## src/rtl/chess_turn_controller_pkg.sv

```systemverilog
// Shared encodings for the chess clock: turn FSM states and side constants.
// The timers and the display logic use the same WHITE/BLACK values.
package chess_turn_controller_pkg;

  typedef enum logic [2:0] {
    IDLE      = 3'd0,
    WHITE_RUN = 3'd1,
    BLACK_RUN = 3'd2,
    PAUSED    = 3'd3,
    OVER      = 3'd4
  } turn_state_t;

  localparam logic WHITE = 1'b0;
  localparam logic BLACK = 1'b1;

endpackage

```

## src/rtl/chess_turn_controller_if.sv

```systemverilog
// Button, timer-expiry and timer-control signals between the turn controller
// and its surroundings (buttons, the two countdown timers, the display).
interface chess_turn_controller_if;
  logic start_btn;
  logic move_btn;
  logic white_timeout;
  logic black_timeout;
  logic white_flag;
  logic black_flag;
  logic turn;
  logic paused;
  logic game_over;
  logic winner;

  modport master (
    output start_btn, move_btn, white_timeout, black_timeout,
    input  white_flag, black_flag, turn, paused, game_over, winner
  );

  modport slave (
    input  start_btn, move_btn, white_timeout, black_timeout,
    output white_flag, black_flag, turn, paused, game_over, winner
  );
endinterface

```

## src/rtl/chess_turn_controller_debouncer.sv

```systemverilog
// Push-button conditioner: 2-flop synchroniser, stability counter, debounced
// level and a one-cycle pulse on the debounced rising edge.
module button_debouncer #(
  parameter int unsigned DEBOUNCE_CYCLES = 4
) (
  input  logic clock,
  input  logic reset,
  input  logic raw,
  output logic pulse
);

  localparam int unsigned CW = $clog2(DEBOUNCE_CYCLES + 1);
  localparam logic [CW-1:0] LAST = CW'(DEBOUNCE_CYCLES - 1);

  logic          sync_1;
  logic          sync_2;
  logic          level;
  logic [CW-1:0] count;

  // The level flips on the Nth consecutive differing sample; the pulse is
  // registered alongside it, so raw edge to pulse is DEBOUNCE_CYCLES+2.
  always_ff @(posedge clock or negedge reset) begin
    if (!reset) begin
      sync_1 <= 1'b0;
      sync_2 <= 1'b0;
      level  <= 1'b0;
      count  <= '0;
      pulse  <= 1'b0;
    end else begin
      sync_1 <= raw;
      sync_2 <= sync_1;
      pulse  <= 1'b0;
      if (sync_2 == level) begin
        count <= '0;
      end else if (count == LAST) begin
        count <= '0;
        level <= sync_2;
        pulse <= sync_2;
      end else begin
        count <= count + 1'b1;
      end
    end
  end

endmodule

```

## src/rtl/chess_turn_controller.sv

```systemverilog
// Turn sequencing for a two-player chess clock: debounced start/move buttons
// drive a turn FSM that enables exactly one player's timer at a time.
//
//   state     | meaning
//   IDLE      | after reset, waiting for the first start press
//   WHITE_RUN | white to move, white timer enabled
//   BLACK_RUN | black to move, black timer enabled
//   PAUSED    | game started, both timers halted
//   OVER      | a running side's timer expired; only reset leaves
module chess_turn_controller
  import chess_turn_controller_pkg::*;
#(
  parameter int unsigned CLOCK_FREQUENCY = 50_000_000,
  parameter int unsigned DEBOUNCE_MS     = 20,
  parameter int unsigned DEBOUNCE_CYCLES = CLOCK_FREQUENCY / 1000 * DEBOUNCE_MS
) (
  input logic             clock,
  input logic             reset,
  chess_turn_controller_if.slave bus
);

  logic        start_pulse;
  logic        move_pulse;
  turn_state_t state_q, state_d;
  logic        turn_q, turn_d;
  logic        winner_q, winner_d;
  logic        white_q, black_q, paused_q, over_q;

  button_debouncer #(.DEBOUNCE_CYCLES(DEBOUNCE_CYCLES)) u_start_db (
    .clock (clock),
    .reset (reset),
    .raw   (bus.start_btn),
    .pulse (start_pulse)
  );

  button_debouncer #(.DEBOUNCE_CYCLES(DEBOUNCE_CYCLES)) u_move_db (
    .clock (clock),
    .reset (reset),
    .raw   (bus.move_btn),
    .pulse (move_pulse)
  );

  // Priority within a running state: own timeout > move > start.
  always_comb begin
    state_d  = state_q;
    turn_d   = turn_q;
    winner_d = winner_q;
    case (state_q)
      IDLE: begin
        if (start_pulse) begin
          state_d = WHITE_RUN;
          turn_d  = WHITE;
        end
      end
      WHITE_RUN: begin
        if (bus.white_timeout) begin
          state_d  = OVER;
          winner_d = BLACK;
        end else if (move_pulse) begin
          state_d = BLACK_RUN;
          turn_d  = BLACK;
        end else if (start_pulse) begin
          state_d = PAUSED;
        end
      end
      BLACK_RUN: begin
        if (bus.black_timeout) begin
          state_d  = OVER;
          winner_d = WHITE;
        end else if (move_pulse) begin
          state_d = WHITE_RUN;
          turn_d  = WHITE;
        end else if (start_pulse) begin
          state_d = PAUSED;
        end
      end
      PAUSED: begin
        if (start_pulse) state_d = (turn_q == BLACK) ? BLACK_RUN : WHITE_RUN;
      end
      OVER:    state_d = OVER;
      default: state_d = IDLE;
    endcase
  end

  // Outputs are registered from the next state so they change on the same
  // edge as the state register.
  always_ff @(posedge clock or negedge reset) begin
    if (!reset) begin
      state_q  <= IDLE;
      turn_q   <= WHITE;
      winner_q <= WHITE;
      white_q  <= 1'b0;
      black_q  <= 1'b0;
      paused_q <= 1'b0;
      over_q   <= 1'b0;
    end else begin
      state_q  <= state_d;
      turn_q   <= turn_d;
      winner_q <= winner_d;
      white_q  <= (state_d == WHITE_RUN);
      black_q  <= (state_d == BLACK_RUN);
      paused_q <= (state_d == PAUSED);
      over_q   <= (state_d == OVER);
    end
  end

  assign bus.white_flag = white_q;
  assign bus.black_flag = black_q;
  assign bus.turn       = turn_q;
  assign bus.paused     = paused_q;
  assign bus.game_over  = over_q;
  assign bus.winner     = winner_q;

endmodule

```

## src/flat_wrapper.sv

```systemverilog
// flat-port wrapper written by rule: the top's interface ports become plain ports
module chess_turn_controller_flat import chess_turn_controller_pkg::*;
#(
  parameter int unsigned CLOCK_FREQUENCY = 50_000_000,
  parameter int unsigned DEBOUNCE_MS     = 20,
  parameter int unsigned DEBOUNCE_CYCLES = CLOCK_FREQUENCY / 1000 * DEBOUNCE_MS
)
  (clock, reset, bus_start_btn, bus_move_btn, bus_white_timeout, bus_black_timeout, bus_white_flag, bus_black_flag, bus_turn, bus_paused, bus_game_over, bus_winner);
  chess_turn_controller_if bus_i ();
  input logic clock;
  input logic reset;
  input wire logic [$bits(bus_i.start_btn)-1:0] bus_start_btn;
  input wire logic [$bits(bus_i.move_btn)-1:0] bus_move_btn;
  input wire logic [$bits(bus_i.white_timeout)-1:0] bus_white_timeout;
  input wire logic [$bits(bus_i.black_timeout)-1:0] bus_black_timeout;
  output wire logic [$bits(bus_i.white_flag)-1:0] bus_white_flag;
  output wire logic [$bits(bus_i.black_flag)-1:0] bus_black_flag;
  output wire logic [$bits(bus_i.turn)-1:0] bus_turn;
  output wire logic [$bits(bus_i.paused)-1:0] bus_paused;
  output wire logic [$bits(bus_i.game_over)-1:0] bus_game_over;
  output wire logic [$bits(bus_i.winner)-1:0] bus_winner;
  assign bus_i.start_btn = bus_start_btn;
  assign bus_i.move_btn = bus_move_btn;
  assign bus_i.white_timeout = bus_white_timeout;
  assign bus_i.black_timeout = bus_black_timeout;
  assign bus_white_flag = bus_i.white_flag;
  assign bus_black_flag = bus_i.black_flag;
  assign bus_turn = bus_i.turn;
  assign bus_paused = bus_i.paused;
  assign bus_game_over = bus_i.game_over;
  assign bus_winner = bus_i.winner;
  chess_turn_controller #(.CLOCK_FREQUENCY(CLOCK_FREQUENCY), .DEBOUNCE_MS(DEBOUNCE_MS), .DEBOUNCE_CYCLES(DEBOUNCE_CYCLES)) u_core (.clock(clock), .reset(reset), .bus(bus_i));
endmodule
```

## config.mk

```make
export PLATFORM = sky130hd
export DESIGN_NAME = chess_turn_controller_flat
export DESIGN_NICKNAME = d
export VERILOG_FILES = /design/src/rtl/chess_turn_controller_pkg.sv /design/src/rtl/chess_turn_controller_if.sv /design/src/rtl/chess_turn_controller_debouncer.sv /design/src/rtl/chess_turn_controller.sv /design/src/flat_wrapper.sv
export SDC_FILE = /design/constraint.sdc
export NUM_CORES = 1
export LEC_CHECK = 0
export ABC_AREA = 1
export CAP_MARGIN = 20
export CELL_PAD_IN_SITES_DETAIL_PLACEMENT = 1
export CELL_PAD_IN_SITES_GLOBAL_PLACEMENT = 1
export CORE_ASPECT_RATIO = 0.9
export CORE_MARGIN = 2
export CORE_UTILIZATION = 30
export DETAILED_ROUTE_END_ITERATION = 10
export GPL_ROUTABILITY_DRIVEN = 0
export PLACE_DENSITY_LB_ADDON = 0.1
export SYNTH_ARGS = -nofsm -noshare
export SYNTH_HDL_FRONTEND = slang
export SYNTH_SLANG_ARGS = --single-unit
```

## constraint.sdc

```tcl
create_clock -name clock -period 2 [get_ports clock]
set_clock_uncertainty 0.15 [all_clocks]
set_input_delay 0.6 -clock clock [delete_from_list [all_inputs] [get_ports clock]]
set_output_delay 0.6 -clock clock [all_outputs]
set_load 0.005 [all_outputs]
```

==> flow_summary.json, run 1 <==
{
  "status": "completed",
  "synth_cells": 380,
  "rsz0062_at_grt": "false",
  "initial_utilization_pct": 30.8,
  "syn_area_mm2": 0.00297,
  "clock_sinks": 57,
  "routed_wl_mm": 6.98,
  "final_util_pct": 35.9,
  "syn_avg_cell_area_um2": 7.82,
  "layout-drive-gt1-share_pct": 10.8,
  "drc_errors": 0,
  "cp.required_ns": 1.25,
  "fillCellCount": 1190,
  "r2r_start": "u_core.u_start_db.count[0]",
  "power.leakage_nw": 1.52,
  "ys_types": 25,
  "overflow": 0,
  "synth_nets": 388,
  "path_buf_inv": 1,
  "first_pass_iters": 4,
  "synth-xor-area-share_pct": 6.19,
  "htree_levels": 3,
  "period_share_pct": 95.0,
  "crit_type": "flip-flop to output port",
  "r2r_end": "u_core.u_start_db.count[14]",
  "hold_path.class": "input port to asynchronous set/reset pin",
  "grt_max_degree": 58,
  "comb_power_share_pct": 3.4,
  "io_buffers": 11,
  "io_pins": 12,
  "p_sw_share_pct": 24.7,
  "vias_per_cell": 4.50,
  "worst_hold_slack_ns": 0.101,
  "startpoint_type": "flip-flop",
  "hold_buffers": 0,
  "r2r_cells": 8,
  "root_buffer": "clkbuf_8",
  "yosysWarnings": 0,
  "regArea_mm2": 0.00143,
  "synth-seq-cells": 57,
  "crit_fanout": 1,
  "powerDensity_mw_per_mm2": 691,
  "placed_cell_area_mm2": 0.00326,
  "numCtsBuffers": 9,
  "drtIter0Drc": 72,
  "worstMarginPinSlew_ns": 0.323,
  "switchingPower_uw": 589,
  "vias": 2405,
  "synthToLayoutAreaGrowth_pct": 16.5,
  "cts_tree": "yes",
  "grt_pass1_wl_mm": 12.4,
  "setup-tns-final_ns": 0,
  "clock.fmax_ghz": 0.527,
  "cp.arrival_ns": 1.15,
  "ys_seq_area_share_pct": 48.0,
  "synth_compound_area_share_pct": 2.27,
  "grt_pass1_vias": 2586,
  "fin_nets": 411,
  "antenna_found_initial": 0,
  "p_int_mw": 1.80,
  "clockBufferDepth": 2,
  "fin_cells": 534,
  "yosys.area_share.simple_pct": 37.3,
  "diodes": 0,
  "ant_nets": 0,
  "pwr-share-seq_pct": 49.2,
  "placedCellCount": 518,
  "max-cap-violations": 0,
  "path_clk_slew_ns": 0.07,
  "r2r_setup_slack_ns": 0.27,
  "crit_path_max_incr_delay_ns": 0.49,
  "total_power_mw": 2.39,
  "multiInputGateArea_mm2": 0.00139,
  "end_kind": "output port",
  "dieArea_mm2": 0.0107,
  "setup_viol": 0,
  "relSlewSlack_pct": 78.4,
  "dp_hpwl_mm": 5.13,
  "hold_viol_final": 0,
  "postLayoutSetupSlackWorst_ns": 0.101,
  "fp.dieW_um": 109,
  "synth_mux_area_share_pct": 0,
  "cp_slowest_cell": "clkdlybuf4s50_1",
  "clockPowerShare_pct": 47.4,
  "rows": 34,
  "path_cells": "clkdlybuf4s50_1",
  "dp_slack_ns": 0.208,
  "cp_top_family": "buffers and inverters",
  "clock_latency_ns": 0.34,
  "synth_fa_ha_area_share_pct": 0.842,
  "ir_drop_mv": 0.284,
  "report.final.slew_viol_count": 0,
  "grtUsageTotal_pct": 14.9,
  "fin_area_mm2": 0.00346,
  "synth_top_family_by_area": "simple AND/OR/NAND/NOR gates",
  "die_y_um": 98.4,
  "drt-wirelength-per-cell_um": 13.1,
  "core-area_mm2": 0.00966,
  "fin_crit_ns": 1.90
}
[placed cells by master, fill, tap and decap left out, types with 8 or more instances in the layout]
cell type,synthesis,routed
clkbuf_8,0,10
clkdlybuf4s50_1,0,8
dfrtp_1,57,57
inv_1,40,40
nand2_1,86,86
nand3_1,22,22
nand4_1,8,8
nor2_1,88,88
nor3_1,11,11
xor2_1,18,18
[cell families after synthesis]
group,count (synthesis)
XOR/XNOR,21
AO/OA/AOI/OAI,13
adder cells (fa/ha/maj),2
buffers and inverters,42
AND/OR/NAND/NOR,245
flip-flops,57
[per-layer routing]
layer / share of wire, % / vias to the layer above / GRT usage (%)
met3: 3.7 / 11 / 3.37
met1: 50 / 1135 / 20.9
met5: 0 / - / 0
met2: 45 / 24 / 22.6
li1: - / 1235 / -
met4: 1.6 / 0 / 5.62
[final cells by class]
class                   instances  share of cell area [%]
clock buffers                  10                    3.98
clock inverters                 6                    1.95
inverters                      42                    4.63
multi-input cells             281                    40.0
flip-flops and latches         57                    41.2
well taps                     126                    4.55
repair buffers                 12                    3.65
[sequential cells by signal (all words and copies together) (netlist names)]
name                      count
u_core.u_move_db.count       20
u_core.u_start_db.count      20
u_core.state_q                3
u_core.bus.black_flag         1
u_core.bus.game_over          1
u_core.bus.paused             1
u_core.bus.turn               1
u_core.bus.white_flag         1
u_core.bus.winner             1
u_core.u_move_db.level        1
u_core.u_move_db.pulse        1
u_core.u_move_db.sync_1       1
u_core.u_move_db.sync_2       1
u_core.u_start_db.level       1
u_core.u_start_db.pulse       1
u_core.u_start_db.sync_1      1
u_core.u_start_db.sync_2      1
[cells in the mapped netlist]
cell type | instances | area, um^2
nor2_1 | 88 | 330
nand2_1 | 86 | 323
dfrtp_1 | 57 | 1430
inv_1 | 40 | 150
nand3_1 | 22 | 110
xor2_1 | 18 | 158
nor3_1 | 11 | 55.1
nand4_1 | 8 | 50.1
a21oi_1 | 7 | 35.0
nand2_2 | 7 | 43.8
nor2_2 | 7 | 43.8
o21ai_0 | 5 | 25.0
and2_1 | 3 | 18.8
nand3_2 | 3 | 30.0
nor2_4 | 3 | 33.8
xnor2_1 | 3 | 26.3
ha_1 | 2 | 25.0
nand2_4 | 2 | 22.5
nor3b_1 | 2 | 15.0
inv_2 | 1 | 3.75
inv_4 | 1 | 6.26
nand3b_1 | 1 | 7.51
nor3_2 | 1 | 10.0
nor3_4 | 1 | 16.3
o31ai_1 | 1 | 7.51
[power groups by stage]
stage | clock network, mW | registers, mW | logic [mW]
after floorplan | 0 | 1.20 | 0.0343
after global placement | 0 | 1.20 | 0.0851
after detailed placement | 0 | 1.20 | 0.0858
after CTS | 1.18 | 1.18 | 0.0864
after global routing | 1.23 | 1.18 | 0.0945
final | 1.13 | 1.18 | 0.0814
[worst max-delay path by stage]
stage / startpoint / endpoint / slack, ns / depth (start not counted)
2_1_floorplan: u_core.u_start_db.count[0] / u_core.u_start_db.count[14] / 0.48 / 8
3_3_place_gp: bus_white_timeout / u_core.bus.turn / 0.22 / 7
3_5_place_dp: bus_white_timeout / u_core.bus.turn / 0.21 / 7
4_1_cts: u_core.bus.winner / bus_winner / 0.02 / 1
5_1_grt: u_core.bus.white_flag / bus_white_flag / 0.04 / 1
6_report: u_core.bus.white_flag / bus_white_flag / 0.10 / 1
[timing repair]
| item | 4_1_cts | 5_1_grt |
|---|---|---|
| setup endpoints to repair | 1 | 1 |
| setup buffers | 0 | 0 |
| gates resized for setup | 1 | 1 |
Note: power is estimated with default switching activity, not from simulation.
==> run 2: changes to the inputs <==
--- a/config.mk
+++ b/config.mk
@@ -10,8 +10,9 @@
 export CELL_PAD_IN_SITES_DETAIL_PLACEMENT = 1
 export CELL_PAD_IN_SITES_GLOBAL_PLACEMENT = 1
 export CORE_ASPECT_RATIO = 0.9
-export CORE_MARGIN = 2
+export CORE_MARGIN = 5
 export CORE_UTILIZATION = 30
+export CTS_CLUSTER_DIAMETER = 80
 export DETAILED_ROUTE_END_ITERATION = 10
 export GPL_ROUTABILITY_DRIVEN = 0
 export PLACE_DENSITY_LB_ADDON = 0.1
==> flow_summary.json, run 2 (synthesized netlist as in run 1, its figures left out) <==
{
  "status": "completed",
  "clock_latency_ns": 0.35,
  "rows": 34,
  "fp.dieW_um": 115,
  "end_kind": "output port",
  "htree_levels": 3,
  "grt_max_degree": 23,
  "setup_viol": 0,
  "fin_nets": 414,
  "cp_top_family": "buffers and inverters",
  "report.final.slew_viol_count": 0,
  "postLayoutSetupSlackWorst_ns": 0.0608,
  "fillCellCount": 1149,
  "drtIter0Drc": 77,
  "layout_commonest_cell": "nor2_1",
  "max-cap-violations": 0,
  "worstMarginPinSlew_ns": 0.457,
  "routed_wl_mm": 7.30,
  "path_buf_inv": 1,
  "diodes": 0,
  "drc_errors": 0,
  "fin_crit_ns": 1.94,
  "core-area_mm2": 0.00966,
  "mostFrequentLayoutCells": "nor2_1, nand2_1, dfrtp_1",
  "dp_slack_ns": 0.212,
  "grt_pass1_vias": 2558,
  "cp.required_ns": 1.25,
  "placed_cell_area_mm2": 0.00328,
  "clock.fmax_ghz": 0.516,
  "dp_hpwl_mm": 5.54,
  "ir_drop_mv": 0.405,
  "top_regs": "u_core.u_move_db.count (20), u_core.u_start_db.count (20), u_core.state_q (3)",
  "numCtsBuffers": 9,
  "grtUsageTotal_pct": 13.3,
  "initial_utilization_pct": 30.8,
  "overflow": 0,
  "drt-wirelength-per-cell_um": 13.6,
  "period_share_pct": 97.0,
  "path_cells": "clkdlybuf4s50_1",
  "grt_pass1_wl_mm": 12.5,
  "total_power_mw": 2.36,
  "hold_viol_final": 0,
  "setup-tns-final_ns": 0,
  "hold_path.class": "input port to asynchronous set/reset pin",
  "relSlewSlack_pct": 69.5,
  "io_buffers": 11,
  "ant_nets": 0,
  "first_pass_iters": 4,
  "rsz0062_at_grt": "false",
  "clock_sinks": 57,
  "regArea_mm2": 0.00143,
  "synthToLayoutAreaGrowth_pct": 17.3,
  "fin_area_mm2": 0.00349,
  "io_pins": 12,
  "vias_per_cell": 4.50,
  "cts_tree": "yes",
  "dieArea_mm2": 0.0120,
  "crit_path_max_incr_delay_ns": 0.50,
  "crit_type": "flip-flop to output port",
  "clockBufferDepth": 2,
  "cp.arrival_ns": 1.19,
  "powerDensity_mw_per_mm2": 678,
  "multiInputGateArea_mm2": 0.00139,
  "power.leakage_nw": 1.52,
  "cp_slowest_cell": "clkdlybuf4s50_1",
  "crit_fanout": 2,
  "root_buffer": "clkbuf_8",
  "startpoint_type": "flip-flop",
  "die_y_um": 104,
  "vias": 2419,
  "antenna_found_initial": 0,
  "layout-drive-gt1-share_pct": 11.2,
  "path_clk_slew_ns": 0.07
}
## run 2: report_power, final
group	switching (mW)	internal (mW)	leakage (nW)
clock	0.492	0.605	0.0953
combinational	0.0591	0.0287	0.641
sequential	0.0120	1.17	0.782
## run 2: final cells by class
type                            instances  area share (%)
Timing Repair Buffer                   15            4.56
Inverter                               42            4.59
Tap cell                              126            4.52
Sequential cell                        57            40.9
Clock inverter                          5            1.58
Clock buffer                           11            4.06
Multi-Input combinational cell        281            39.8
## run 2: metrics by stage
step	util [%]	hold slack, ns	instances
final	36.1	0.0447	537
after global routing	36.1	0.0571	537
after CTS	36.0	0.0389	536
after detailed placement	33.9	0.196	519
after global placement	33.9	0.185	519
after floorplan	-	0.154	380
## run 2: timing repair
| item | 4_1_cts | 5_1_grt |
|---|---|---|
| setup endpoints to repair | 2 | 1 |
| hold buffers | 0 | 0 |
| gates resized for setup | 1 | 0 |
| setup buffers | 1 | 1 |
| hold endpoints to repair | 0 | 0 |
## run 2: worst paths after layout
kind	cells after the start	startpoint	slack, ns	endpoint
max in group asynchronous	2	reset	1.16	u_core.u_start_db.count[14]
max	1	u_core.bus.turn	0.06	bus_turn
min in group clock	0	u_core.u_move_db.sync_1	0.21	u_core.u_move_db.sync_2
min reg2reg	0	u_core.u_move_db.sync_1	0.21	u_core.u_move_db.sync_2
min	1	reset	0.04	u_core.u_move_db.count[18]
max reg2reg	8	u_core.u_start_db.count[0]	0.25	u_core.u_start_db.count[19]
## run 2: worst reg2reg max path, stage by stage (launching register included)
cell     delay, ns
dfrtp_1       0.39
ha_1          0.24
nand2_2       0.14
nor3_4        0.22
nand3_2       0.15
nand2_4       0.17
inv_4         0.07
nand2_1       0.06
nor2_1        0.04
## run 2: per-layer routing
| layer | wire (um) | up-vias | global-route usage [%] |
|---|---|---|---|
| met3 | 205 | 13 | 3.78 |
| met2 | 3300 | 20 | 19.8 |
| met1 | 3660 | 1147 | 18.3 |
| met4 | 133 | 0 | 5.11 |
| li1 | - | 1239 | - |
| met5 | 0 | - | 0 |
